--- config.mk ---
export PLATFORM = sky130hd
export DESIGN_NAME = control_fsm
export DESIGN_NICKNAME = d
export VERILOG_FILES = /design/src/rtl/control_fsm_pkg.sv /design/src/rtl/control_fsm_alu_op_decoder.sv /design/src/rtl/control_fsm.sv
export SDC_FILE = /design/constraint.sdc
export NUM_CORES = 1
export LEC_CHECK = 0
export ABC_AREA = 1
export BUFFER_PORTS_ARGS = -buffer_cell sky130_fd_sc_hd__buf_2
export CORE_ASPECT_RATIO = 1.75
export CORE_MARGIN = 4
export CORE_UTILIZATION = 48
export DETAILED_ROUTE_END_ITERATION = 6
export PLACE_DENSITY = 0.79
export REMOVE_ABC_BUFFERS = 1
export SYNTH_ARGS = -nofsm -noshare
export SYNTH_HDL_FRONTEND = slang
export SYNTH_SLANG_ARGS = --single-unit
--- constraint.sdc ---
create_clock -name clk -period 1.6 [get_ports clk]
set_clock_uncertainty 0.1 [all_clocks]
set_input_delay 0.08 -clock clk [delete_from_list [all_inputs] [get_ports clk]]
set_output_delay 0.08 -clock clk [all_outputs]
set_load 0.1 [all_outputs]
--- src/rtl/control_fsm_pkg.sv ---
// Shared encodings for the RV32I multi-cycle control sequencer: opcodes, states,
// ALU op codes, datapath select codes, trap causes and instruction classes.
package control_fsm_pkg;

  typedef enum logic [2:0] {
    FETCH   = 3'd0,
    DECODE  = 3'd1,
    EXECUTE = 3'd2,
    MEM     = 3'd3,
    WB      = 3'd4,
    TRAP    = 3'd5
  } state_t;

  localparam logic [6:0] OP_RALU   = 7'b0110011;
  localparam logic [6:0] OP_IALU   = 7'b0010011;
  localparam logic [6:0] OP_LOAD   = 7'b0000011;
  localparam logic [6:0] OP_STORE  = 7'b0100011;
  localparam logic [6:0] OP_BRANCH = 7'b1100011;
  localparam logic [6:0] OP_JAL    = 7'b1101111;
  localparam logic [6:0] OP_JALR   = 7'b1100111;
  localparam logic [6:0] OP_LUI    = 7'b0110111;
  localparam logic [6:0] OP_AUIPC  = 7'b0010111;

  // Codes are {funct7[5], funct3} so R-type maps straight through.
  typedef enum logic [3:0] {
    ALU_ADD  = 4'b0000,
    ALU_SLL  = 4'b0001,
    ALU_SLT  = 4'b0010,
    ALU_SLTU = 4'b0011,
    ALU_XOR  = 4'b0100,
    ALU_SRL  = 4'b0101,
    ALU_OR   = 4'b0110,
    ALU_AND  = 4'b0111,
    ALU_SUB  = 4'b1000,
    ALU_SRA  = 4'b1101
  } alu_op_t;

  localparam logic [1:0] WB_ALU = 2'b00;
  localparam logic [1:0] WB_MEM = 2'b01;
  localparam logic [1:0] WB_PC4 = 2'b10;

  localparam logic [1:0] A_RS1  = 2'b00;
  localparam logic [1:0] A_PC   = 2'b01;
  localparam logic [1:0] A_ZERO = 2'b10;

  localparam logic B_RS2 = 1'b0;
  localparam logic B_IMM = 1'b1;

  typedef enum logic [1:0] {
    CAUSE_NONE    = 2'b00,
    CAUSE_ILLEGAL = 2'b01,
    CAUSE_TIMEOUT = 2'b10
  } cause_t;

  typedef enum logic [3:0] {
    CLS_ILLEGAL,
    CLS_RALU,
    CLS_IALU,
    CLS_LOAD,
    CLS_STORE,
    CLS_BRANCH,
    CLS_JAL,
    CLS_JALR,
    CLS_LUI,
    CLS_AUIPC
  } iclass_t;

  function automatic iclass_t classify(input logic [6:0] opcode,
                                       input logic [2:0] funct3,
                                       input logic [6:0] funct7);
    iclass_t c;
    case (opcode)
      OP_RALU:   c = (funct7 == 7'b0000000 ||
                      (funct7 == 7'b0100000 && (funct3 == 3'b000 || funct3 == 3'b101)))
                     ? CLS_RALU : CLS_ILLEGAL;
      OP_IALU:   c = CLS_IALU;
      OP_LOAD:   c = CLS_LOAD;
      OP_STORE:  c = CLS_STORE;
      OP_BRANCH: c = CLS_BRANCH;
      OP_JAL:    c = CLS_JAL;
      OP_JALR:   c = CLS_JALR;
      OP_LUI:    c = CLS_LUI;
      OP_AUIPC:  c = CLS_AUIPC;
      default:   c = CLS_ILLEGAL;
    endcase
    return c;
  endfunction

endpackage

--- src/rtl/control_fsm_alu_op_decoder.sv ---
// Combinational instruction classifier and ALU operation decoder.
module alu_op_decoder
  import control_fsm_pkg::*;
(
  input  logic [6:0] opcode,
  input  logic [2:0] funct3,
  input  logic [6:0] funct7,
  output logic [3:0] alu_op,
  output iclass_t    iclass
);

  always_comb begin
    iclass = classify(opcode, funct3, funct7);
    alu_op = ALU_ADD;
    case (iclass)
      CLS_RALU: alu_op = {funct7[5], funct3};
      // Immediate forms only borrow funct7[5] for the shift-right pair.
      CLS_IALU: alu_op = {(funct3 == 3'b101) && funct7[5], funct3};
      default:  ;
    endcase
  end

endmodule

--- src/rtl/control_fsm.sv ---
// Multi-cycle FETCH/DECODE/EXECUTE/MEM/WB sequencer with memory-timeout and
// illegal-instruction traps and a retired-instruction counter.
module control_fsm
  import control_fsm_pkg::*;
#(
  parameter int unsigned CNT_W       = 32,
  parameter int unsigned MEM_TIMEOUT = 16
) (
  input  logic             clk,
  input  logic             rst,
  input  logic [6:0]       opcode,
  input  logic [2:0]       funct3,
  input  logic [6:0]       funct7,
  input  logic             branch_taken,
  input  logic             mem_ready,
  output logic             mem_req,
  output logic             mem_we,
  output logic             mem_addr_sel,
  output logic             ir_we,
  output logic             pc_we,
  output logic             pc_sel,
  output logic             reg_we,
  output logic [1:0]       wb_sel,
  output logic [1:0]       alu_a_sel,
  output logic             alu_b_sel,
  output logic [3:0]       alu_op,
  output logic [2:0]       state,
  output logic             trap,
  output logic [1:0]       trap_cause,
  output logic [CNT_W-1:0] instret
);

  localparam int unsigned WCNT_W = $clog2(MEM_TIMEOUT + 1);

  state_t            fsm_state;
  cause_t            cause_q;
  logic [WCNT_W-1:0] wait_cnt;
  logic [3:0]        dec_alu_op;
  iclass_t           iclass;
  logic              at_limit;

  // The former shared include is now the package; decode lives in the sub-module.
  alu_op_decoder u_alu_op_decoder (
    .opcode (opcode),
    .funct3 (funct3),
    .funct7 (funct7),
    .alu_op (dec_alu_op),
    .iclass (iclass)
  );

  assign at_limit   = (wait_cnt == WCNT_W'(MEM_TIMEOUT - 1));
  assign state      = fsm_state;
  assign trap       = (fsm_state == TRAP);
  assign trap_cause = cause_q;

  always_comb begin
    mem_req      = 1'b0;
    mem_we       = 1'b0;
    mem_addr_sel = 1'b0;
    ir_we        = 1'b0;
    pc_we        = 1'b0;
    pc_sel       = 1'b0;
    reg_we       = 1'b0;
    wb_sel       = WB_ALU;
    alu_a_sel    = A_RS1;
    alu_b_sel    = B_RS2;
    alu_op       = ALU_ADD;
    if (!rst) begin
      case (fsm_state)
        FETCH: begin
          mem_req = 1'b1;
          ir_we   = mem_ready;
        end
        EXECUTE: begin
          alu_op = dec_alu_op;
          case (iclass)
            CLS_IALU, CLS_LOAD, CLS_STORE: alu_b_sel = B_IMM;
            CLS_LUI: begin
              alu_a_sel = A_ZERO;
              alu_b_sel = B_IMM;
            end
            CLS_AUIPC: begin
              alu_a_sel = A_PC;
              alu_b_sel = B_IMM;
            end
            CLS_BRANCH: begin
              alu_a_sel = A_PC;
              alu_b_sel = B_IMM;
              pc_we     = 1'b1;
              pc_sel    = branch_taken;
            end
            CLS_JAL, CLS_JALR: begin
              alu_a_sel = (iclass == CLS_JAL) ? A_PC : A_RS1;
              alu_b_sel = B_IMM;
              reg_we    = 1'b1;
              wb_sel    = WB_PC4;
              pc_we     = 1'b1;
              pc_sel    = 1'b1;
            end
            default: ;
          endcase
        end
        MEM: begin
          mem_req      = 1'b1;
          mem_addr_sel = 1'b1;
          mem_we       = (iclass == CLS_STORE);
          pc_we        = (iclass == CLS_STORE) && mem_ready;
        end
        WB: begin
          reg_we = 1'b1;
          wb_sel = (iclass == CLS_LOAD) ? WB_MEM : WB_ALU;
          pc_we  = 1'b1;
        end
        default: ;
      endcase
    end
  end

  always_ff @(posedge clk) begin
    if (rst) begin
      fsm_state <= FETCH;
      cause_q   <= CAUSE_NONE;
      wait_cnt  <= '0;
      instret   <= '0;
    end else begin
      if (pc_we)
        instret <= instret + CNT_W'(1);
      case (fsm_state)
        FETCH: begin
          if (mem_ready) begin
            fsm_state <= DECODE;
            wait_cnt  <= '0;
          end else if (at_limit) begin
            fsm_state <= TRAP;
            cause_q   <= CAUSE_TIMEOUT;
          end else begin
            wait_cnt <= wait_cnt + WCNT_W'(1);
          end
        end
        DECODE: begin
          wait_cnt <= '0;
          if (iclass == CLS_ILLEGAL) begin
            fsm_state <= TRAP;
            cause_q   <= CAUSE_ILLEGAL;
          end else begin
            fsm_state <= EXECUTE;
          end
        end
        EXECUTE: begin
          wait_cnt <= '0;
          case (iclass)
            CLS_LOAD, CLS_STORE:          fsm_state <= MEM;
            CLS_BRANCH, CLS_JAL, CLS_JALR: fsm_state <= FETCH;
            default:                      fsm_state <= WB;
          endcase
        end
        MEM: begin
          if (mem_ready) begin
            fsm_state <= (iclass == CLS_STORE) ? FETCH : WB;
            wait_cnt  <= '0;
          end else if (at_limit) begin
            fsm_state <= TRAP;
            cause_q   <= CAUSE_TIMEOUT;
          end else begin
            wait_cnt <= wait_cnt + WCNT_W'(1);
          end
        end
        WB: begin
          fsm_state <= FETCH;
          wait_cnt  <= '0;
        end
        TRAP:    fsm_state <= TRAP;
        default: fsm_state <= FETCH;
      endcase
    end
  end

endmodule

After elaboration in Yosys (flattened, before gate mapping):

Cells that the tools add are included.

* register bits after elaboration: 42
* input port bits: 21
* output and inout port bits: 54

* $add $sub $neg: 2
* equality and inequality tests: 30
* muxes and demuxes: 47
* reductions and logical operators: 20

Operators with widths (number)
* $pmux W4 S9: 1
* $add A32 B1 Y32 const B: 1
* $eq A7 B6 Y1 const B: 4
* $eq A7 B7 Y1 const B: 3
* $mux W1: 20
* $eq A4 B3 Y1 const B: 4
* $mux W3: 5
* $pmux W3 S5: 1
* $eq A7 B5 Y1 const B: 2
* $mux W2: 7
* $mux W5: 2
* $pmux W5 S2: 1
* $eq A3 B3 Y1 const B: 3
* $eq A4 B2 Y1 const B: 2
* $eq A4 B4 Y1 const B: 2
* $mux W4: 2
* $pmux W2 S2: 2
* $pmux W4 S2: 1
* $reduce_or A2 Y1: 4
* $reduce_or A8 Y1: 1
* $eq A7 B2 Y1 const B: 1
* $logic_not A7 Y1: 1
* $eq A3 B2 Y1 const B: 2
* $logic_not A3 Y1: 2
* other kinds (18): 25

Logic depth before layout (Yosys ltp):

* depth in word-level cells: 11
* mapped depth: 12

Cells and area by module:

From an unflattened synthesis, not the netlist that was laid out.

* cells, all modules: 494
* area, all modules: 2862.7 um2

Modules (own cells, without submodules)
* control_fsm: times used 1, cells each 440, area an instance 2617.5 um2, sequential area each 840.8 um2
* alu_op_decoder: times used 1, cells each 54, area an instance 245.2 um2, sequential area each 0.0 um2

Worst setup path after synthesis:

OpenSTA, ideal clock, no wires.

* path type: flip-flop to output port
* start: register fsm_state[1] (netlist: state[1])
* end: output reg_we
* arrival time: 4115 ps
* required time: 1420 ps
* slack: -2695 ps
* cell stages (with the launch flop): 9
* buffers on the path: 0
* cells stage by stage: dfxtp_1 -> nand2_1 -> nor2_2 -> inv_2 -> nor2_4 -> inv_2 -> nor2_1 -> inv_1 -> o21ai_0

* longest elaborated chain between the ends: 3
* elaborated cells on any way between the ends: 4

RTL lines
* from (decl): RTL line control_fsm.sv:35 `state_t fsm_state;`
* from (signal assigned): RTL line control_fsm.sv:159 `fsm_state <= (iclass == CLS_STORE) ? FETCH : WB;`
* $eq A3 B3 Y1 or $eq A3 B2 Y1 (tied branches): RTL line control_fsm.sv:69 `case (fsm_state)`
* $pmux W1 S2 *: RTL line control_fsm.sv:69
* $mux W1 *: RTL line control_fsm.sv:68 `if (!rst) begin`
* to (decl): RTL line control_fsm.sv:22 `output logic reg_we,`

Every way passes the cells marked *; elsewhere a longest branch is shown, timed or not.

Worst setup path in the final report:

* start: register instret[11]
* end: register instret[26]

* longest elaborated chain between the ends: 1

RTL lines
* from (decl): RTL line control_fsm.sv:30 `output logic [CNT_W-1:0] instret`
* from (signal assigned): RTL line control_fsm.sv:127 `instret <= instret + CNT_W'(1);`
* $add A32 B1 Y32: RTL line control_fsm.sv:127

Every way passes these cells.
A chain may end at the register's enable or synchronous reset.

==> run metrics <==
status complete, but fails checks; failing checks DRC, setup timing; Final WS setup -506 ps; Layout Nets 694; worst slew pin tran 587 ps; Routability Congestion 1.00; post-route cell area 0.00537 mm2; Tmin final 2110 ps; grt ovf 0; critical path arrival 2270 ps; Starting DRT DRC Count 1396; worst vdd ir 421 uV; largest net degree at the start of global routing 16; root buffer cell clkbuf_8; worst slew margin relative to its limit 60.6%; Worst Setup End Kind register; count of cell types in the netlist 36; CP cell instances inv_1 -> nor3_2 -> inv_1 -> nor3_2 -> nand3_1 -> nand2_1 -> nand2_1 -> a21oi_1; synthesized area per cell 5.96 um2; post-DR vias/cell 6.86; num rows 36; sequential area share after synthesis 29.5%; Initial Util 50.3%; Synth top area share 29.5%; Pleak 0.00248 uW; hold_ws 138 ps; Tot Pwr 2710 uW; Worst Setup Start Kind register; IO buf count 74; Synth top cells by count nand2_1 (134), nor2_1 (80), inv_1 (66); CTS Buf Count 5; Vias 5131; CTS tree yes; DRT Wirelength 20100 um; placed cells 702; Setup crit start instret[11]; Initial DRT Pass Iterations 7; Post-Synthesis Cells 479; die width 66.3 um; Yosys top cell by area dfxtp_1; CP Data Required Time 1760 ps; vias in the first global route 4315; Worst R2R Setup Slack -510 ps; die area 0.00729 mm2; first-pass GRT wire length 20100 um; Max FO, Critical Path 4; H-tree levels 2; slowest cell on the critical path dfxtp_4; top post-synthesis cells by area dfxtp_1 (29%), nand2_1 (18%), nor2_1 (11%); CP Class register to register; Core Util, Final 94.6%; Final Hold Fails 0; Clock transition at path regs 110 ps; final worst-path cycle share 132%; flops & latches, synth 42; core area 0.00568 mm2; met1 wire length 5810 um; WL met2 8640 um; Non-Filler Instances 748; number of synthesized flops with an enable pin 0; Yosys Warn Count 0; DP Area 0.00412 mm2; Critical path destination instret[26]; uppermost layer routed met4; Worst R2R End instret[26]; Met3 Routed Length 2820 um; Syn Std Cell Area 0.00285 mm2; layout overhead on the synthesized area 88.1%; proportion of layout cells with a drive suffix above 1 55.7%; drt wl/cell 26.9 um; post-route ant nets 0; Clk Latency, worst-skew pair 330 ps; Residual DRC 169; antenna violations before repair 1; worst min-delay path class input pin to register; Reg-to-Reg Start instret[11]; CTS hold repair buffers 0; max-slew violation count 0; clk buf depth 2; Die Y 110 um; IO Pins 75; number of max-cap violations 0; count leader, synth nand2_1; Final setup viols 60; RSZ-0062 raised after global routing yes; Max Fclk 475 MHz; cell area power density 505 mW/mm2; crit-path max cell delay 420 ps; hpwl dp 7580 um; reg2reg path depth 8; overall routing resource usage 35.6%; prevailing post-synth register cell dfxtp_1; asr flop ratio synth 0%; clk sink count 42
[cell families (layout without fill, tap and decap cells)]
| family | count (synthesis) | count (layout) | synth area share [%] |
|---|---|---|---|
| other | 0 | 1 | 0 |
| xor gates and xnor gates | 4 | 4 | 1.23 |
| adders and majority gates | 3 | 3 | 1.32 |
| and+or+nand+nor | 301 | 301 | 47.3 |
| AOI/OAI and AO/OA | 49 | 49 | 9.12 |
| DFF | 42 | 42 | 29.5 |
| buffers and inverters | 80 | 272 | 11.6 |
[per-stage QoR]
step	setup slack [ps]	setup TNS, ps
5_1_grt	-677	-18240
2_1_floorplan	-2700	-65790
3_3_place_gp	-162	-1820
3_5_place_dp	-218	-4330
4_1_cts	-250	-2960
6_report	-506	-16180
[placed cells by master, fill, tap and decap left out, types with 2 or more instances in the layout]
cell / synthesis / final
o21ai_1: 2 / 7
clkbuf_8: 0 / 5
buf_2: 1 / 57
dfxtp_1: 42 / 18
and3_4: 0 / 3
nand2_4: 0 / 8
nand2_2: 4 / 25
inv_4: 0 / 6
o21ai_0: 13 / 2
nand4_1: 9 / 9
inv_2: 6 / 8
nand3_4: 0 / 8
nand3_1: 22 / 10
nand3b_1: 5 / 5
nand3_2: 3 / 7
xor2_1: 3 / 3
ha_4: 0 / 3
a21oi_2: 0 / 15
nor2_1: 80 / 53
nor3_1: 23 / 9
buf_4: 1 / 93
nor3_2: 3 / 13
nor2_2: 3 / 16
nor3_4: 0 / 4
buf_12: 0 / 18
dfxtp_2: 0 / 13
nand2_1: 134 / 105
dfxtp_4: 0 / 11
nor4_4: 0 / 3
a21oi_1: 29 / 14
clkbuf_16: 0 / 2
buf_6: 2 / 21
nor2_4: 3 / 17
o21ai_2: 2 / 7
inv_1: 66 / 58
[routing by layer]
layer	global-route usage, %	up-vias
li1	-	1905
met1	34.4	2214
met2	64.7	707
met3	6.29	305
met4	27.9	0
met5	0	-
[critical path, delay by kind of cell (launching register included)]
kind / cells / cell delay (ps)
simple gates: 5 / 1050
flops: 1 / 420
buf+inv: 2 / 340
compound gates: 1 / 130
[layout make-up]
class,instances,area (um2)
multi-input combinational,357,2350
timing repair buffer,192,1650
sequential,42,898
fill,174,307
inverter,72,285
tap,76,95.1
clock buffer,5,68.8
clock inverter,3,21.3
antenna,1,2.50
[worst min-delay path by stage]
stage / from / to / cells past startpoint / slack, ps
2_1_floorplan: rst / instret[15] / 1 / 50
3_3_place_gp: rst / state[1] / 2 / 350
3_5_place_dp: rst / state[1] / 2 / 340
4_1_cts: rst / state[1] / 2 / 30
5_1_grt: rst / state[1] / 2 / 160
6_report: rst / state[1] / 2 / 140
[report_power, final]
part	switching, uW	internal, uW
sequential	26.6	1050
combinational	545	291
clock	490	309
[flip-flops by register name, summed over array words and instances, names as in the netlist]
| name | count |
|---|---|
| instret | 32 |
| state | 3 |
| trap_cause | 2 |
| wait_cnt | 5 |
[repair_timing]
action                                  4_1_cts  5_1_grt
buffers inserted                             17       21
endpoints found under the hold margin         0        0
pin swaps                                    30       63
gates resized for setup                     101      144
endpoints found under the setup margin       51       59
cloned                                        0        3
(Power assumes the default switching activity.)
